--- config.mk ---
export PLATFORM = sky130hd
export DESIGN_NAME = hex_adder_scan_display
export DESIGN_NICKNAME = d
export VERILOG_FILES = /design/src/rtl/hex_adder_scan_display.sv
export SDC_FILE = /design/constraint.sdc
export NUM_CORES = 1
export LEC_CHECK = 0
export BUFFER_PORTS_ARGS = -buffer_cell sky130_fd_sc_hd__buf_4
export CAP_MARGIN = 20
export CORE_ASPECT_RATIO = 1.25
export CORE_MARGIN = 2
export CORE_UTILIZATION = 50
export CTS_CLUSTER_DIAMETER = 40
export DETAILED_ROUTE_END_ITERATION = 8
export HOLD_SLACK_MARGIN = 0.12
export PLACE_DENSITY = 0.76
export SKIP_LAST_GASP = 1
export SYNTH_ARGS = -nofsm -noshare
export SYNTH_HDL_FRONTEND = slang
export SYNTH_SLANG_ARGS = --single-unit
export TNS_END_PERCENT = 20
--- constraint.sdc ---
create_clock -name clk -period 4.9 [get_ports clk]
set_clock_uncertainty 0.2 [all_clocks]
set_input_delay 0.98 -clock clk [delete_from_list [all_inputs] [get_ports clk]]
set_output_delay 0.98 -clock clk [all_outputs]
set_load 0.01 [all_outputs]
--- src/rtl/hex_adder_scan_display.sv ---
// Registered WIDTH-bit adder whose WIDTH+1-bit result is shown in hex on a
// time-multiplexed bank of active-low seven-segment digits.
module hex_adder_scan_display #(
    parameter int WIDTH       = 8,
    parameter int NUM_DIGITS  = 4,
    parameter int REFRESH_DIV = 50000,
    parameter int BLANK_LZ    = 1
) (
    input  logic                  clk,
    input  logic                  rst,
    input  logic [WIDTH-1:0]      a_in,
    input  logic [WIDTH-1:0]      b_in,
    input  logic                  cin,
    input  logic                  load_btn,
    input  logic                  clear_btn,
    output logic [6:0]            seg,
    output logic                  dp,
    output logic [NUM_DIGITS-1:0] digs,
    output logic                  cout,
    output logic                  sum_valid
);

    localparam int IW = (NUM_DIGITS > 1) ? $clog2(NUM_DIGITS) : 1;
    localparam int CW = $clog2(REFRESH_DIV);
    localparam int XW = 4 * NUM_DIGITS;

    if (XW < WIDTH + 1) begin : g_bad_digits
        $error("NUM_DIGITS too small to show a %0d-bit result", WIDTH + 1);
    end
    if (REFRESH_DIV < 2) begin : g_bad_refresh
        $error("REFRESH_DIV must be at least 2");
    end

    logic [2:0]       load_sync;
    logic [2:0]       clear_sync;
    logic             load_pulse;
    logic             clear_pulse;
    logic [WIDTH:0]   result;
    logic [CW-1:0]    cnt;
    logic [IW-1:0]    idx;
    logic [XW-1:0]    ext;
    logic [3:0]       nib;
    logic             blank;
    logic [6:0]       seg_next;

    function automatic logic [6:0] hex_map(input logic [3:0] n);
        case (n)
            4'h0: hex_map = 7'h7E;  4'h1: hex_map = 7'h30;
            4'h2: hex_map = 7'h6D;  4'h3: hex_map = 7'h79;
            4'h4: hex_map = 7'h33;  4'h5: hex_map = 7'h5B;
            4'h6: hex_map = 7'h5F;  4'h7: hex_map = 7'h70;
            4'h8: hex_map = 7'h7F;  4'h9: hex_map = 7'h7B;
            4'hA: hex_map = 7'h77;  4'hB: hex_map = 7'h1F;
            4'hC: hex_map = 7'h4E;  4'hD: hex_map = 7'h3D;
            4'hE: hex_map = 7'h4F;  default: hex_map = 7'h47;
        endcase
    endfunction

    // Synchronizer stages reset to 1 so a button held through reset looks
    // already-pressed and gives no pulse until released and pressed again.
    // NOTE: sequential state uses non-blocking assignments so every register
    // samples pre-edge values regardless of statement order.
    always_ff @(posedge clk or posedge rst) begin
        if (rst) begin
            load_sync  <= '1;
            clear_sync <= '1;
        end else begin
            load_sync  <= {load_sync[1:0], load_btn};
            clear_sync <= {clear_sync[1:0], clear_btn};
        end
    end

    assign load_pulse  = load_sync[1] & ~load_sync[2];
    assign clear_pulse = clear_sync[1] & ~clear_sync[2];

    always_ff @(posedge clk or posedge rst) begin
        if (rst) begin
            result    <= '0;
            sum_valid <= 1'b0;
        end else if (clear_pulse) begin
            result    <= '0;
            sum_valid <= 1'b0;
        end else if (load_pulse) begin
            result    <= {1'b0, a_in} + {1'b0, b_in} + (WIDTH+1)'(cin);
            sum_valid <= 1'b1;
        end
    end

    assign cout = result[WIDTH];

    always_ff @(posedge clk or posedge rst) begin
        if (rst) begin
            cnt <= '0;
            idx <= '0;
        end else if (cnt == CW'(REFRESH_DIV - 1)) begin
            cnt <= '0;
            idx <= (idx == IW'(NUM_DIGITS - 1)) ? '0 : idx + 1'b1;
        end else begin
            cnt <= cnt + 1'b1;
        end
    end

    // NOTE: every always_comb output gets a default before any branch so no
    // path leaves it unassigned and no latch is inferred.
    always_comb begin
        ext         = '0;
        ext[WIDTH:0] = result;
        nib         = ext[4*int'(idx) +: 4];
        blank       = 1'b0;
        if (BLANK_LZ != 0 && idx != '0) begin
            blank = 1'b1;
            for (int i = 0; i < NUM_DIGITS; i++) begin
                if (i >= int'(idx) && ext[4*i +: 4] != 4'h0) blank = 1'b0;
            end
        end
        seg_next = blank ? 7'h7F : ~hex_map(nib);
    end

    // Display outputs trail idx/result by one clock.
    always_ff @(posedge clk or posedge rst) begin
        if (rst) begin
            seg  <= 7'b0000001;
            dp   <= 1'b0;
            digs <= NUM_DIGITS'(1);
        end else begin
            seg  <= seg_next;
            dp   <= ~(idx == '0 && !sum_valid);
            digs <= NUM_DIGITS'(1) << idx;
        end
    end

endmodule

==> results of run 1 <==
-- stage by stage --
step                hold slack (ns)  util (%)  setup slack [ns]  std cells
finish                        0.159      60.1              2.23        330
global route                  0.162      60.1              2.11        330
CTS                           0.160      60.1              2.23        330
detailed placement            0.148      58.4              1.92        322
global placement              0.147      58.4              1.99        322
floorplan                     0.145         -              2.17        232
-- layout make-up --
type	count	area, µm²	share of cell area, %
inverter	18	67.6	2.36
sequential	46	1160	40.5
clock buffer	6	72.6	2.53
timing repair buffer	35	263	9.17
clock inverter	2	10.0	0.349
tap	60	75.1	2.62
multi-input combinational	163	1220	42.4
-- routing by layer --
metal  share of wire (%)  vias to the layer above  wire length (µm)  global-route usage [%]
li1                    -                      910                 -                       -
met1                  44                      894              2040                    23.9
met2                  50                       48              2320                    33.7
met3                 4.6                        2               214                    3.79
met4                0.82                        0                38                    5.92
met5                   0                        -                 0                       0
-- power by group --
group | switching, W | total [W] | internal [W]
Clock | 0.000118 | 0.000217 | 0.0000989
Combinational | 0.0000862 | 0.000169 | 0.0000826
Sequential | 0.0000158 | 0.000426 | 0.000411
Total | 0.000220 | 0.000813 | 0.000592
-- synthesized netlist by cell type (2+ instances only) --
master    instances  area share [%]
mux2_2            2            0.91
o221ai_1          4             1.4
a211o_1           2            0.71
a32o_1            3             1.2
o211ai_1          2            0.61
nor4_1            5             1.3
a222oi_1          2            0.81
nor2_1           20             3.0
dfrtp_1          38              38
a21oi_1           9             1.8
a22o_1            2            0.71
o21ai_0           6             1.2
nand3b_1          2            0.61
o21a_1            2            0.61
nand2_1          11             1.7
mux2i_1           6             2.4
xor2_1            5             1.8
ha_1             18             9.1
dfstp_2           8             8.5
nor3b_1           2            0.61
a21o_1            2            0.61
nand2b_1          3            0.76
or2_2             2            0.51
buf_2             3            0.61
nor3_1            5             1.0
nor2b_1           3            0.76
nor4b_1           4             1.4
xnor2_1           9             3.2
or3_1             2            0.51
nand3_1          10             2.0
nand4_1           4             1.0
fa_1              2             1.6
inv_1            18             2.7
-- worst paths after layout --
path,cells past startpoint,startpoint,endpoint
setup / recovery,8,a_in[0],result[6]$_DFFE_PP0P_
hold / removal,0,load_sync[0]$_DFF_PP1_,load_sync[1]$_DFF_PP1_
setup reg to reg,7,idx[0]$_DFFE_PP0N_,seg[3]$_DFF_PP0_
hold reg to reg,0,load_sync[0]$_DFF_PP1_,load_sync[1]$_DFF_PP1_
max in group asynchronous,3,rst,load_sync[1]$_DFF_PP1_
min in group asynchronous,3,rst,dp$_DFF_PP0_
-- flip-flops by register name, indices dropped and copies added, names as in the netlist --
signal,flops
idx,2
load_sync,3
cnt,16
sum_valid,1
clear_sync,3
dp,1
digs,4
seg,7
result,9
-- critical path, cell delays in order --
cell,delay (ns)
buf_4,0.11
fa_1,0.46
inv_1,0.09
fa_1,0.18
nand2b_1,0.15
a21oi_1,0.11
or3_1,0.32
a32o_1,0.25
-- kinds of logic (layout without fill, tap and decap cells) --
group	Yosys count	after routing
AO/OA/AOI/OAI	40	40
XOR/XNOR	14	14
adder cells (fa/ha/maj)	20	20
buffers and inverters	23	61
flip-flops	46	46
multiplexers	9	9
AND/OR/NAND/NOR	80	80
==> impl_metrics.json, run 1 <==
{
  "syn_nets": 273,
  "grt_pass1_vias": 1845,
  "drt_iter0_drc": 145,
  "n_antenna_cell": 0,
  "setup_viol": 0,
  "worstPathArrival_ns": 2.65,
  "core_um2": 4760,
  "syn_avg_cell_area_um2": 10.7,
  "clock_latency_ns": 0.29,
  "synth_top_family_by_area": "simple AND/OR/NAND/NOR gates",
  "post_cts_resized": 0,
  "slew_violations": 0,
  "grt-ovfl-total": 0,
  "synth-compound-area-share_pct": 11.7,
  "fillers": 437,
  "ys.warnings.count": 0,
  "ios": 35,
  "fp-row-count": 28,
  "vias_per_cell": 5.62,
  "hpwl_um": 3450,
  "htreeDepth": 2,
  "floorplan.die.height_um": 82.6,
  "syn2layout_area_growth_pct": 15.9,
  "ir_drop_uv": 116,
  "final_common_cell": "dfrtp_1",
  "drt-total-wl_um": 4610,
  "antenna_left": 0,
  "synthAdderAreaFrac_pct": 10.7,
  "grt_max_degree": 47,
  "path_max_fanout": 3,
  "crit_path_start_kind": "input port",
  "power.total_w": 0.000813,
  "synth_simple_gate_area_share_pct": 17.6,
  "grt_first_pass_wirelength_um": 8190,
  "ys_seq_area_share_pct": 47.0,
  "max-clock-path-buffers": 2,
  "ys_ff_latch": 46,
  "synthMuxAreaShare_pct": 4.25,
  "syn_area_um2": 2470,
  "drv_cap": 0,
  "async_flop_share_pct": 100,
  "crit_required_ns": 4.88,
  "root_buffer": "clkbuf_8",
  "nets": 310,
  "final.setup.tns_ns": 0,
  "max_freq_mhz": 374,
  "p_per_area_nw_per_um2": 284,
  "final_cell_mix": "38 x dfrtp_1, 35 x buf_4, 20 x nor2_1, 18 x ha_1, 17 x inv_1",
  "cts_sinks": 46,
  "p_leak_nw": 1.31,
  "rrSetupSlack_ns": 2.31,
  "critPathCaptureType": "flop",
  "holdBufCountCts": 0,
  "synth_xor_area_share_pct": 4.96,
  "hold_viol": 0,
  "first_pass_iters": 4,
  "wire_per_inst_um": 14.0,
  "antenna_found_initial": 0,
  "drc": 0,
  "yosysUniqueCellTypes": 49,
  "synthFlopType": "dfrtp_1",
  "gp_congestion": 0.891,
  "status": "finished, final reports clean",
  "grt_use_total_pct": 19.2,
  "cts_tree": "built",
  "synthCells": 232,
  "rsz0062_at_grt": "no",
  "synth_edf_count": 0,
  "initial_utilization_pct": 51.9,
  "min_path_type": "reg2reg",
  "fin_area_um2": 2870,
  "crit_type": "in2reg",
  "drive_gt1_share_pct": 20.7,
  "cts_buffers": 5,
  "detailed_place.area_um2": 2780,
  "die_w_um": 66.9,
  "worstMarginPinSlew_ns": 0.651,
  "slew_headroom_pct": 56.6,
  "routed-via-count": 1854,
  "fin_crit_sh_pct": 54.5,
  "cts_setup_buffers": 0,
  "cts.reportedPaths.clkPinSlew_ns": 0.08,
  "portBuffers": 34,
  "fp.dieArea_um2": 5520,
  "min_period_ns": 2.67
}
Note: power is estimated with default switching activity, not from simulation.
==> run 2: changes to the inputs <==
==> constraint.sdc (replaced) <==
create_clock -name clk -period 2.5 [get_ports clk]
set_clock_uncertainty 0.2 [all_clocks]
set_input_delay 0.5 -clock clk [delete_from_list [all_inputs] [get_ports clk]]
set_output_delay 0.5 -clock clk [all_outputs]
set_load 0.01 [all_outputs]
==> run 2 against run 1 <==
  * Critical path depth unchanged
  * Total power up 100%
  * Sequential power up 96%
  * Via count up 2.6%
  * Non-clock buffer count up 7
  * Clock power up 110%
  * Global-route usage down 1.1 points
  * Critical endpoint is now seg[1]$_DFF_PP0_
  * Highest routed layer unchanged
==> impl_metrics.json, run 2 (synthesized netlist as in run 1, its figures left out) <==
{
  "status": "finished, final reports clean",
  "largest_reg_flops": 16,
  "max_freq_mhz": 458,
  "max-clock-path-buffers": 2,
  "endpoint": "seg[1]$_DFF_PP0_",
  "p_int_w": 0.00117,
  "gp_congestion": 0.905,
  "p_per_area_nw_per_um2": 553,
  "swShare_pct": 28.0,
  "setup_viol": 0,
  "cts_tree": "built",
  "fp-row-count": 28,
  "slew_headroom_pct": 47.5,
  "drc": 0,
  "core_um2": 4760,
  "multiInputGateArea_um2": 1220,
  "min_period_ns": 2.19,
  "first_pass_iters": 4,
  "initial_utilization_pct": 51.9,
  "cts_sinks": 46,
  "hpwl_um": 3480,
  "nets": 317,
  "clkPwrFrac_pct": 28.4,
  "die_w_um": 66.9,
  "post-route-worst-setup-slack_ns": 0.314,
  "htreeDepth": 2,
  "syn2layout_area_growth_pct": 19.3,
  "fp.dieArea_um2": 5520,
  "routed-via-count": 1902,
  "crit_required_ns": 2.45,
  "crit_type": "reg2reg",
  "crit_path_cell_trace": "mux2i_1 -> nor2_1 -> inv_1 -> ha_1 -> inv_1 -> nor3_1 -> a21oi_1 -> o221ai_1",
  "cts_buffers": 5,
  "dp.cells": 326,
  "rsz0062_at_grt": "no",
  "stdcell_count": 337,
  "slew_violations": 0,
  "ir_drop_uv": 269,
  "clock_latency_ns": 0.31,
  "grt_first_pass_wirelength_um": 7710,
  "cts.reportedPaths.clkPinSlew_ns": 0.09,
  "critPathCaptureType": "flop",
  "worstPathArrival_ns": 2.14,
  "dpl_worst_slack_ns": 0.0289,
  "timing.rr.end": "seg[1]$_DFF_PP0_",
  "antenna_found_initial": 0,
  "wire_per_inst_um": 13.2,
  "antenna_left": 0,
  "portBuffers": 34,
  "n_antenna_cell": 0,
  "drt-total-wl_um": 4450,
  "worstSetupStartpoint": "idx[0]$_DFFE_PP0N_",
  "grt_use_total_pct": 18.2,
  "switchingPower_w": 0.000457,
  "final_cell_mix": "38 x dfrtp_1, 38 x buf_4, 20 x nor2_1, 18 x ha_1, 17 x inv_1",
  "drv_cap": 0,
  "root_buffer": "clkbuf_8",
  "timing.rr.start": "idx[0]$_DFFE_PP0N_",
  "path_max_fanout": 9,
  "fin_crit_sh_pct": 87.4,
  "fillers": 430,
  "regMostFlops": "cnt",
  "slowest_stage": "dfrtp_1",
  "ios": 35,
  "drt_iter0_drc": 96,
  "cp_common_cell": "inv_1",
  "max_stage_delay_ns": 0.49,
  "reg2regPathDepth": 8,
  "holdWs_ns": 0.160,
  "vias_per_cell": 5.64,
  "grt_max_degree": 25,
  "cts_setup_buffers": 0,
  "pwr-share-seq_pct": 51.2,
  "crit_path_start_kind": "flop",
  "rrSetupSlack_ns": 0.31,
  "grt-ovfl-total": 0,
  "grt_pass1_vias": 1850,
  "reg.largest.list": "cnt x16, result x9, seg x7",
  "worstMarginPinSlew_ns": 0.783,
  "regArea_um2": 1160,
  "p_leak_nw": 1.35,
  "min_path_type": "reg2reg",
  "hold_viol": 0,
  "floorplan.die.height_um": 82.6,
  "p_comb_share_pct": 20.4,
  "final.setup.tns_ns": 0,
  "drive_gt1_share_pct": 22.0
}
run 2: cell count changes in the layout (fill, tap and decap cells not counted):
cell	before	now
buf_4	35	38
dlygate4sd3_1	0	3
clkinv_2	2	0
clkinvlp_4	0	2
buf_12	0	1
clkbuf_1	1	0
inv_6	0	1
run 2: what timing repair did:
item | 4_1_cts | 5_1_grt
gates resized for setup | 0 | 0
hold buffers | 3 | 0
hold endpoints to repair | 18 | 0
run 2: worst min-delay path by stage:
| stage | startpoint | to | slack [ns] | cells past startpoint |
|---|---|---|---|---|
| 2_1_floorplan | clear_sync[0]$_DFF_PP1_ | clear_sync[1]$_DFF_PP1_ | 0.15 | 0 |
| 5_1_grt | load_sync[0]$_DFF_PP1_ | load_sync[1]$_DFF_PP1_ | 0.17 | 0 |
| 3_3_place_gp | load_sync[0]$_DFF_PP1_ | load_sync[1]$_DFF_PP1_ | 0.15 | 0 |
| 4_1_cts | load_sync[0]$_DFF_PP1_ | load_sync[1]$_DFF_PP1_ | 0.16 | 0 |
| 6_report | load_sync[0]$_DFF_PP1_ | load_sync[1]$_DFF_PP1_ | 0.16 | 0 |
| 3_5_place_dp | load_sync[0]$_DFF_PP1_ | load_sync[1]$_DFF_PP1_ | 0.15 | 0 |
run 2: worst max-delay path: cells and delay by family (launching register included):
| family | cells | cell delay, ns |
|---|---|---|
| AO/OA/AOI/OAI | 2 | 0.29 |
| adder cells (fa/ha/maj) | 1 | 0.26 |
| buffers and inverters | 2 | 0.24 |
| flip-flops | 1 | 0.49 |
| multiplexers | 1 | 0.17 |
| AND/OR/NAND/NOR | 2 | 0.40 |
run 2: final cells by class:
cell class	instances	area share, %
clock buffers	5	2.33
clock inverters	3	0.806
inverters	18	2.29
multi-input cells	163	41.3
flip-flops and latches	46	39.4
well taps	60	2.55
repair buffers	42	11.4
run 2: power groups by stage:
stage | sequential [W] | clock (W) | combinational [W]
3_3_place_gp | 0.000849 | 0 | 0.000326
5_1_grt | 0.000843 | 0.000505 | 0.000373
3_5_place_dp | 0.000850 | 0 | 0.000331
2_1_floorplan | 0.000860 | 0 | 0.000192
4_1_cts | 0.000836 | 0.000476 | 0.000335
6_report | 0.000835 | 0.000462 | 0.000333
run 2: layer usage:
metal	vias up	global-route usage, %	wire [µm]
li1	922	-	-
met1	914	21.3	1920
met2	60	32.1	2220
met3	6	3.39	223
met4	0	8.16	78
met5	-	0	0
run 2: stage by stage:
| step | total power (W) | area (µm²) | utilization, % |
|---|---|---|---|
| 3_3_place_gp | 0.00118 | 2830 | 59.3 |
| 4_1_cts | 0.00165 | 2950 | 61.9 |
| 3_5_place_dp | 0.00118 | 2830 | 59.3 |
| 6_report | 0.00163 | 2950 | 61.9 |
| 5_1_grt | 0.00172 | 2950 | 61.9 |
| 2_1_floorplan | 0.00105 | 2470 | - |
